### src/rtl/gb_alu_seq_if.sv
// gb_alu_seq_if: request/response handshake bundle for gb_alu_seq.
// The master modport belongs to the requester, and the slave modport belongs to the ALU sequencer.
interface gb_alu_seq_if;
  logic        req_valid;
  logic        req_ready;
  logic [2:0]  req_op;
  logic [15:0] req_a;
  logic [15:0] req_b;
  logic        rsp_valid;
  logic        rsp_ready;
  logic [15:0] rsp_result;
  logic [3:0]  rsp_flags;
  logic        rsp_err;

  modport master (
    output req_valid, req_op, req_a, req_b, rsp_ready,
    input  req_ready, rsp_valid, rsp_result, rsp_flags, rsp_err
  );

  modport slave (
    input  req_valid, req_op, req_a, req_b, rsp_ready,
    output req_ready, rsp_valid, rsp_result, rsp_flags, rsp_err
  );
endinterface

### src/rtl/gb_alu_seq.sv
// gb_alu_seq: a sequencer that runs 8-bit ADD/ADC/SUB/SBC operations, and an optional 16-bit ADD,
// through an external shared 8-bit adder. It keeps a {Z,N,H,C} flag register between operations.
// The 16-bit ADD (opcode 4) is built only when the macro GB_ALU_SEQ_ADD16_EN is defined.
// When the macro is not defined, opcode 4 is treated as an illegal opcode.
module gb_alu_seq #(
  parameter int DATA_WIDTH = 8
) (
  input  logic                  clk,
  input  logic                  rst,
  gb_alu_seq_if.slave           bus,
  output logic [DATA_WIDTH-1:0] alu_a,
  output logic [DATA_WIDTH-1:0] alu_b,
  output logic                  alu_cin,
  output logic                  alu_sub,
  input  logic [DATA_WIDTH-1:0] alu_sum,
  input  logic                  alu_cout,
  input  logic                  alu_hcout
);

  localparam logic [2:0] OP_ADD8  = 3'd0;
  localparam logic [2:0] OP_ADC8  = 3'd1;
  localparam logic [2:0] OP_SUB8  = 3'd2;
  localparam logic [2:0] OP_SBC8  = 3'd3;
  localparam logic [2:0] OP_ADD16 = 3'd4;

  localparam int FLAG_Z = 3;
  localparam int FLAG_C = 0;

`ifdef GB_ALU_SEQ_ADD16_EN
  typedef enum logic [1:0] {IDLE = 2'd0, EXEC_LO = 2'd1, RESP = 2'd2, EXEC_HI = 2'd3} state_e;
`else
  typedef enum logic [1:0] {IDLE = 2'd0, EXEC_LO = 2'd1, RESP = 2'd2} state_e;
`endif

  state_e      state_q, state_d;
  logic [2:0]  op_q;
  logic [15:0] a_q, b_q;
  logic [15:0] result_q;
  logic [3:0]  flags_q;
  logic        err_q;
  logic        op_legal;

`ifdef GB_ALU_SEQ_ADD16_EN
  logic        lo_carry_q;  // carry out of the low byte, fed into the high byte
  assign op_legal = (bus.req_op <= OP_ADD16);
`else
  // The high operand bytes have no consumer when the 16-bit path is not built.
  logic        unused_hi;
  assign unused_hi = ^{a_q[15:8], b_q[15:8]};
  assign op_legal  = (bus.req_op <= OP_SBC8);
`endif

  assign bus.req_ready  = (state_q == IDLE);
  assign bus.rsp_valid  = (state_q == RESP);
  assign bus.rsp_result = result_q;
  assign bus.rsp_flags  = flags_q;
  assign bus.rsp_err    = err_q;

  // State register: reset aborts any operation in flight and returns to IDLE.
  always_ff @(posedge clk or negedge rst) begin
    if (!rst) state_q <= IDLE;
    else      state_q <= state_d;
  end

  // Next-state logic. An illegal opcode skips execution and goes straight to the response.
  // NOTE: every always_comb output gets a default first, so no path can infer a latch.
  always_comb begin
    state_d = state_q;
    case (state_q)
      IDLE:    if (bus.req_valid) state_d = op_legal ? EXEC_LO : RESP;
`ifdef GB_ALU_SEQ_ADD16_EN
      EXEC_LO: state_d = (op_q == OP_ADD16) ? EXEC_HI : RESP;
      EXEC_HI: state_d = RESP;
`else
      EXEC_LO: state_d = RESP;
`endif
      RESP:    if (bus.rsp_ready) state_d = IDLE;
      default: state_d = IDLE;
    endcase
  end

  // Adder drive: operands come only from registered copies, and are zero outside the execution states.
  always_comb begin
    alu_a   = '0;
    alu_b   = '0;
    alu_cin = 1'b0;
    alu_sub = 1'b0;
    case (state_q)
      EXEC_LO: begin
        alu_a   = a_q[DATA_WIDTH-1:0];
        alu_b   = b_q[DATA_WIDTH-1:0];
        alu_sub = (op_q == OP_SUB8) || (op_q == OP_SBC8);
        alu_cin = ((op_q == OP_ADC8) || (op_q == OP_SBC8)) && flags_q[FLAG_C];
      end
`ifdef GB_ALU_SEQ_ADD16_EN
      EXEC_HI: begin
        alu_a   = a_q[2*DATA_WIDTH-1:DATA_WIDTH];
        alu_b   = b_q[2*DATA_WIDTH-1:DATA_WIDTH];
        alu_cin = lo_carry_q;
      end
`endif
      default: ;
    endcase
  end

  // Datapath: capture the request on accept, and capture adder results on each execution edge.
  // NOTE: sequential state uses non-blocking assignments, so every register samples pre-edge values.
  always_ff @(posedge clk or negedge rst) begin
    if (!rst) begin
      op_q       <= '0;
      a_q        <= '0;
      b_q        <= '0;
      result_q   <= '0;
      flags_q    <= '0;
      err_q      <= 1'b0;
`ifdef GB_ALU_SEQ_ADD16_EN
      lo_carry_q <= 1'b0;
`endif
    end else begin
      case (state_q)
        IDLE: begin
          if (bus.req_valid) begin
            op_q     <= bus.req_op;
            a_q      <= bus.req_a;
            b_q      <= bus.req_b;
            result_q <= '0;
            err_q    <= !op_legal;
          end
        end
        EXEC_LO: begin
`ifdef GB_ALU_SEQ_ADD16_EN
          if (op_q == OP_ADD16) begin
            result_q[DATA_WIDTH-1:0] <= alu_sum;
            lo_carry_q               <= alu_cout;
          end else
`endif
          begin
            result_q <= {{(16-DATA_WIDTH){1'b0}}, alu_sum};
            flags_q  <= {(alu_sum == '0), alu_sub, alu_hcout, alu_cout};
          end
        end
`ifdef GB_ALU_SEQ_ADD16_EN
        EXEC_HI: begin
          // The 16-bit add keeps the previous Z flag and reports half carry and carry from the high byte.
          result_q[2*DATA_WIDTH-1:DATA_WIDTH] <= alu_sum;
          flags_q <= {flags_q[FLAG_Z], 1'b0, alu_hcout, alu_cout};
        end
`endif
        default: ;
      endcase
    end
  end

endmodule

### src/flat_wrapper.sv
// flat-port wrapper written by rule: the top's interface ports become plain ports
module gb_alu_seq_flat 
#(
  parameter int DATA_WIDTH = 8
)
  (clk, rst, alu_a, alu_b, alu_cin, alu_sub, alu_sum, alu_cout, alu_hcout, bus_req_valid, bus_req_op, bus_req_a, bus_req_b, bus_rsp_ready, bus_req_ready, bus_rsp_valid, bus_rsp_result, bus_rsp_flags, bus_rsp_err);
  gb_alu_seq_if bus_i ();
  input  logic clk;
  input  logic rst;
  output logic [DATA_WIDTH-1:0] alu_a;
  output logic [DATA_WIDTH-1:0] alu_b;
  output logic alu_cin;
  output logic alu_sub;
  input  logic [DATA_WIDTH-1:0] alu_sum;
  input  logic alu_cout;
  input  logic alu_hcout;
  input wire logic [$bits(bus_i.req_valid)-1:0] bus_req_valid;
  input wire logic [$bits(bus_i.req_op)-1:0] bus_req_op;
  input wire logic [$bits(bus_i.req_a)-1:0] bus_req_a;
  input wire logic [$bits(bus_i.req_b)-1:0] bus_req_b;
  input wire logic [$bits(bus_i.rsp_ready)-1:0] bus_rsp_ready;
  output wire logic [$bits(bus_i.req_ready)-1:0] bus_req_ready;
  output wire logic [$bits(bus_i.rsp_valid)-1:0] bus_rsp_valid;
  output wire logic [$bits(bus_i.rsp_result)-1:0] bus_rsp_result;
  output wire logic [$bits(bus_i.rsp_flags)-1:0] bus_rsp_flags;
  output wire logic [$bits(bus_i.rsp_err)-1:0] bus_rsp_err;
  assign bus_i.req_valid = bus_req_valid;
  assign bus_i.req_op = bus_req_op;
  assign bus_i.req_a = bus_req_a;
  assign bus_i.req_b = bus_req_b;
  assign bus_i.rsp_ready = bus_rsp_ready;
  assign bus_req_ready = bus_i.req_ready;
  assign bus_rsp_valid = bus_i.rsp_valid;
  assign bus_rsp_result = bus_i.rsp_result;
  assign bus_rsp_flags = bus_i.rsp_flags;
  assign bus_rsp_err = bus_i.rsp_err;
  gb_alu_seq #(.DATA_WIDTH(DATA_WIDTH)) u_core (.clk(clk), .rst(rst), .bus(bus_i), .alu_a(alu_a), .alu_b(alu_b), .alu_cin(alu_cin), .alu_sub(alu_sub), .alu_sum(alu_sum), .alu_cout(alu_cout), .alu_hcout(alu_hcout));
endmodule
### config.mk
export PLATFORM = sky130hd
export DESIGN_NAME = gb_alu_seq_flat
export DESIGN_NICKNAME = d
export VERILOG_FILES = /design/src/rtl/gb_alu_seq_if.sv /design/src/rtl/gb_alu_seq.sv /design/src/flat_wrapper.sv
export SDC_FILE = /design/constraint.sdc
export NUM_CORES = 1
export LEC_CHECK = 0
export BUFFER_PORTS_ARGS = -buffer_cell sky130_fd_sc_hd__buf_4
export CAP_MARGIN = 20
export CORE_ASPECT_RATIO = 2
export CORE_MARGIN = 2
export CORE_UTILIZATION = 40
export CTS_BUF_LIST = sky130_fd_sc_hd__clkbuf_8
export CTS_CLUSTER_SIZE = 8
export DETAILED_ROUTE_END_ITERATION = 8
export PLACE_DENSITY = 0.84
export SLEW_MARGIN = 10
export SYNTH_ARGS = -nofsm -noshare
export SYNTH_HDL_FRONTEND = slang
export SYNTH_SLANG_ARGS = --single-unit
### constraint.sdc
create_clock -name clk -period 1.7 [get_ports clk]
set_input_delay 0.34 -clock clk [delete_from_list [all_inputs] [get_ports clk]]
set_output_delay 0.34 -clock clk [all_outputs]
set_load 0.02 [all_outputs]
Word level (Yosys, flattened, before mapping):

Index checks and enable logic that the tools add are counted.

* bits in registers: 42
* word-level logic and storage cells: 35
* output and inout port bits: 41
* input port bits: 49

* reductions and logical operators: 10
* muxes and demuxes: 10
* eq/ne operators: 7
* order comparisons: 1

Operators with widths (number)
* case mux 16 bit (2 select lines): 1
* 2-to-1 mux 16 bit: 1
* 2-to-1 mux 8 bit: 2
* logical NOT 8 bit: 1
* == test 3 x 2 -> 1 bit, second input constant: 2
* 2-to-1 mux 2 bit: 3
* case mux 2 bit (3 select lines): 1
* AND reduction 2 bit: 3
* != test 2 bit, second input constant: 2
* == test 3 x 1 -> 1 bit, second input constant: 1
* <= comparator 3 x 2 -> 1 bit, second input constant: 1
* == test 2 x 1 -> 1 bit, second input constant: 1
* == test 2 bit, second input constant: 1
* logical NOT 2 bit: 1
* logical OR 1 bit: 2
* 2-to-1 mux 1 bit: 2
* nonzero test 2 bit: 1
* logical AND 1 bit: 1
* logical NOT 1 bit: 1

Longest topological paths before layout:

* depth after elaboration: 4
* depth in mapped cells: 5
* depth with buffers taken out: 3

Worst setup path before layout:

OpenSTA, ideal clock, no wires.

* path kind: flip-flop to output port
* start point: register u_core.state_q[1]
* end point: output port alu_cin
* cell stages (with the launch flop): 4
* setup slack: 50 ps
* buffers on the path: 1
* required time: 1360 ps
* data arrival time: 1310 ps
* cell sequence: dfrtp_1 nand2b_1 clkbuf_1 nor3_1

* longest elaborated chain between the ends: 2

RTL lines
* from (decl): line gb_alu_seq.sv:35 `state_e state_q, state_d;`
* from (signal assigned): line gb_alu_seq.sv:62 `else state_q <= state_d;`
* == test 2 x 1 -> 1 bit: line gb_alu_seq.sv:88 `case (state_q)`
* 2-to-1 mux 1 bit: line gb_alu_seq.sv:88
* to (decl): line flat_wrapper.sv:12 `output logic alu_cin;`

No other way between the ends.

Final worst setup path:

* start point: register u_core.state_q[1]
* end point: output port alu_b[4]

* longest elaborated chain between the ends: 2

RTL lines
* == test 2 x 1 -> 1 bit: line gb_alu_seq.sv:88
* 2-to-1 mux 8 bit: line gb_alu_seq.sv:88
* to (decl): line flat_wrapper.sv:11 `output logic [DATA_WIDTH-1:0] alu_b;`

No other way between the ends.

==> metrics.csv <==
stage;metric;value;unit
place;gp_congestion;0.7719;
clock_network;htree_levels;2;
pwr;peakVddDrop;0.7515;mV
timing;rsz0062_at_grt;true;
floorplanning;rows;32;
routing;vias;1180;
floorplanning;fp.dieArea;0.004433;mm²
place;hpwl;2504;µm
critical_path;startpoint_type;register;
critical_path;critPathCaptureType;output port;
floorplanning;initial_core_util;0.4089;
yosys;avgSynthCellArea;11.61;µm²
layout;drive_above_1_share;0.5263;
pwr;power.total;3390;µW
clock_network;clock_sinks;34;
global_routing;grt_pass1_vias;1211;
global_routing;grtUsageTotal;0.1725;
clock_network;path_clk_slew;0.06;ns
timing;hold_violations;2;
layout;syn2layout_area_growth;45.13;%
routing;ant_nets;0;
critical_path;required;1.36;ns
clock_network;cts_buffers;5;
timing;slew_violations;0;
timing;hold_slack;-0.002481;ns
timing;finalCritPeriodShare;0.9727;
yosys;ys_seq_area_frac;0.5471;
timing;setup_viol_count_final;0;
timing;fmaxAchievable;604.7;MHz
timing;period_needed;1.654;ns
routing;drc;0;
yosys;synthCells;134;
timing;fin_skew;0.002204;ns
floorplanning;core;0.003804;mm²
routing;detail_route.iter0.violations;14;
global_routing;grt_pass1_wl;5306;µm
yosys;ys_seq_elements;34;
place;portBuffers;65;
clock_network;clk_path_buf_depth;2;
layout;fill_cells;334;
global_routing;grt_max_degree;35;
run;max-cap-violations;0;
layout;diodes;0;
run_status;status;finished, violations left;
clock_network;cts_root_buf;clkbuf_8;
floorplanning;fp.dieH;92.18;µm
layout;layout_commonest_cell;buf_4;
critical_path;path_max_fanout;8;
floorplanning;die_w;48.09;µm
routing;via_per_inst;4.538;
layout;final_cell_mix;buf_4, dfrtp_1, nand2_1;
pwr;power_density;1502;mW/mm²
yosys;yosys_warnings;0;
floorplanning;io_pins;90;
routing;wire_per_inst;13.20;µm
routing;totalWireLength;3433;µm
critical_path;arrival;1.31;ns
global_routing;overflow;0;
layout;fin_nets;257;
worst_hold_path;worstHoldPathType;in2async;
yosys;synth.distinct_cells;26;
pwr;p_leak;0.001144;µW
routing;firstDrtPassIters;4;
global_routing;antenna_found_initial;0;
clock_network;clk_latency;0.28;ns
run_status;failed_checks;negative hold slack;
clock_network;cts_tree;yes;
critical_path;critical_path_class;reg2out;
yosys;syn_area;0.001555;mm²
## logic make-up (layout without fill, tap and decap cells)
group,after synthesis,after routing,synth area share
buffers and inverters,15,83,0.06999
muxes,20,20,0.1689
and+or+nand+nor,53,53,0.1730
AOI/OAI and AO/OA,11,11,0.03861
DFF,34,34,0.5471
other,1,8,0.002411
## worst paths after layout
kind	from	to	slack, ns	cells past startpoint
worst max-delay path	u_core.state_q[1]	alu_b[4]	0.05	4
worst min-delay path	rst	u_core.bus.rsp_result[1]	-0.002	1
worst max register to register	u_core.state_q[1]	u_core.b_q[0]	0.07	4
worst min register to register	u_core.bus.rsp_flags[2]	u_core.bus.rsp_flags[2]	0.49	1
max in group asynchronous	rst	u_core.state_q[1]	1.38	1
min in group clk	bus_req_op[2]	u_core.state_q[0]	0.25	2
## metrics by stage
| stage | setup WS [ns] | setup TNS [ns] | util | instances | area (µm²) |
|---|---|---|---|---|---|
| 2_1_floorplan | 0.04957 | 0 | - | 141 | 1582 |
| 5_1_grt | -0.02407 | -0.06640 | 0.5934 | 260 | 2257 |
| 6_report | 0.04642 | 0 | 0.5934 | 260 | 2257 |
| 3_3_place_gp | 0.2016 | 0 | 0.5428 | 247 | 2064 |
| 4_1_cts | 0.0003513 | 0 | 0.5717 | 256 | 2175 |
| 3_5_place_dp | 0.1879 | 0 | 0.5428 | 247 | 2064 |
## cells in the mapped netlist
library cell | count | area share
nor2_2 | 1 | 0.0040
dfrtp_1 | 34 | 0.55
nor3_1 | 1 | 0.0032
a21oi_1 | 1 | 0.0032
and2_4 | 1 | 0.0056
o21ai_1 | 1 | 0.0032
nand2b_1 | 1 | 0.0040
buf_8 | 1 | 0.0097
buf_4 | 8 | 0.039
o21ai_0 | 7 | 0.023
conb_1 | 1 | 0.0024
nand2_1 | 26 | 0.063
mux2_1 | 1 | 0.0072
mux2_2 | 9 | 0.065
and2_1 | 16 | 0.064
buf_6 | 1 | 0.0072
nand3_1 | 1 | 0.0032
nor3b_1 | 1 | 0.0048
a21o_1 | 1 | 0.0048
nor2b_1 | 2 | 0.0080
buf_2 | 3 | 0.0097
and2b_1 | 1 | 0.0048
nor4_1 | 2 | 0.0080
clkbuf_1 | 2 | 0.0048
mux2_4 | 10 | 0.097
o21a_1 | 1 | 0.0048
## layer usage
metal	share of wire	track usage	vias to the layer above	routed length (µm)
li1	-	-	568	-
met1	0.33	0.1633	566	1140
met2	0.61	0.3022	40	2095
met3	0.033	0.03346	6	112
met4	0.025	0.1104	0	85
met5	0	0	-	0
## where the power goes
group	internal, µW	leakage (µW)	switching [µW]	total, µW
combinational	771	0.000674	644	1410
clock	320	0.0000524	277	597
sequential	1180	0.000418	200	1380
## final cells by class
cell class	count	area (µm²)	share of cell area
clock buffer	6	82.58	0.03659
clock inverter	2	8.758	0.003880
multi-input combinational	92	649.4	0.2877
sequential	34	852.1	0.3775
tap	51	63.81	0.02827
timing repair buffer	75	600.6	0.2661
## sequential cells by signal, summed over array words and instances (netlist names)
signal and count:
u_core.a_q 8, u_core.b_q 8, u_core.bus.rsp_err 1, u_core.bus.rsp_flags 4, u_core.bus.rsp_result 8, u_core.op_q 3
u_core.state_q 2
## worst max-delay path, stage by stage (launching register included)
cell and delay, ns:
dfrtp_2 0.44, nor2b_4 0.15, buf_4 0.18, and2_1 0.14, buf_4 0.13
## timing repair
item,4_1_cts,5_1_grt
setup buffers,1,3
hold endpoints to repair,0,0
setup endpoints to repair,12,19
gates cloned,0,1
hold buffers,0,0
pin swaps,0,0
gates resized for setup,3,17
No activity file was read; power rests on OpenSTA's default activity.
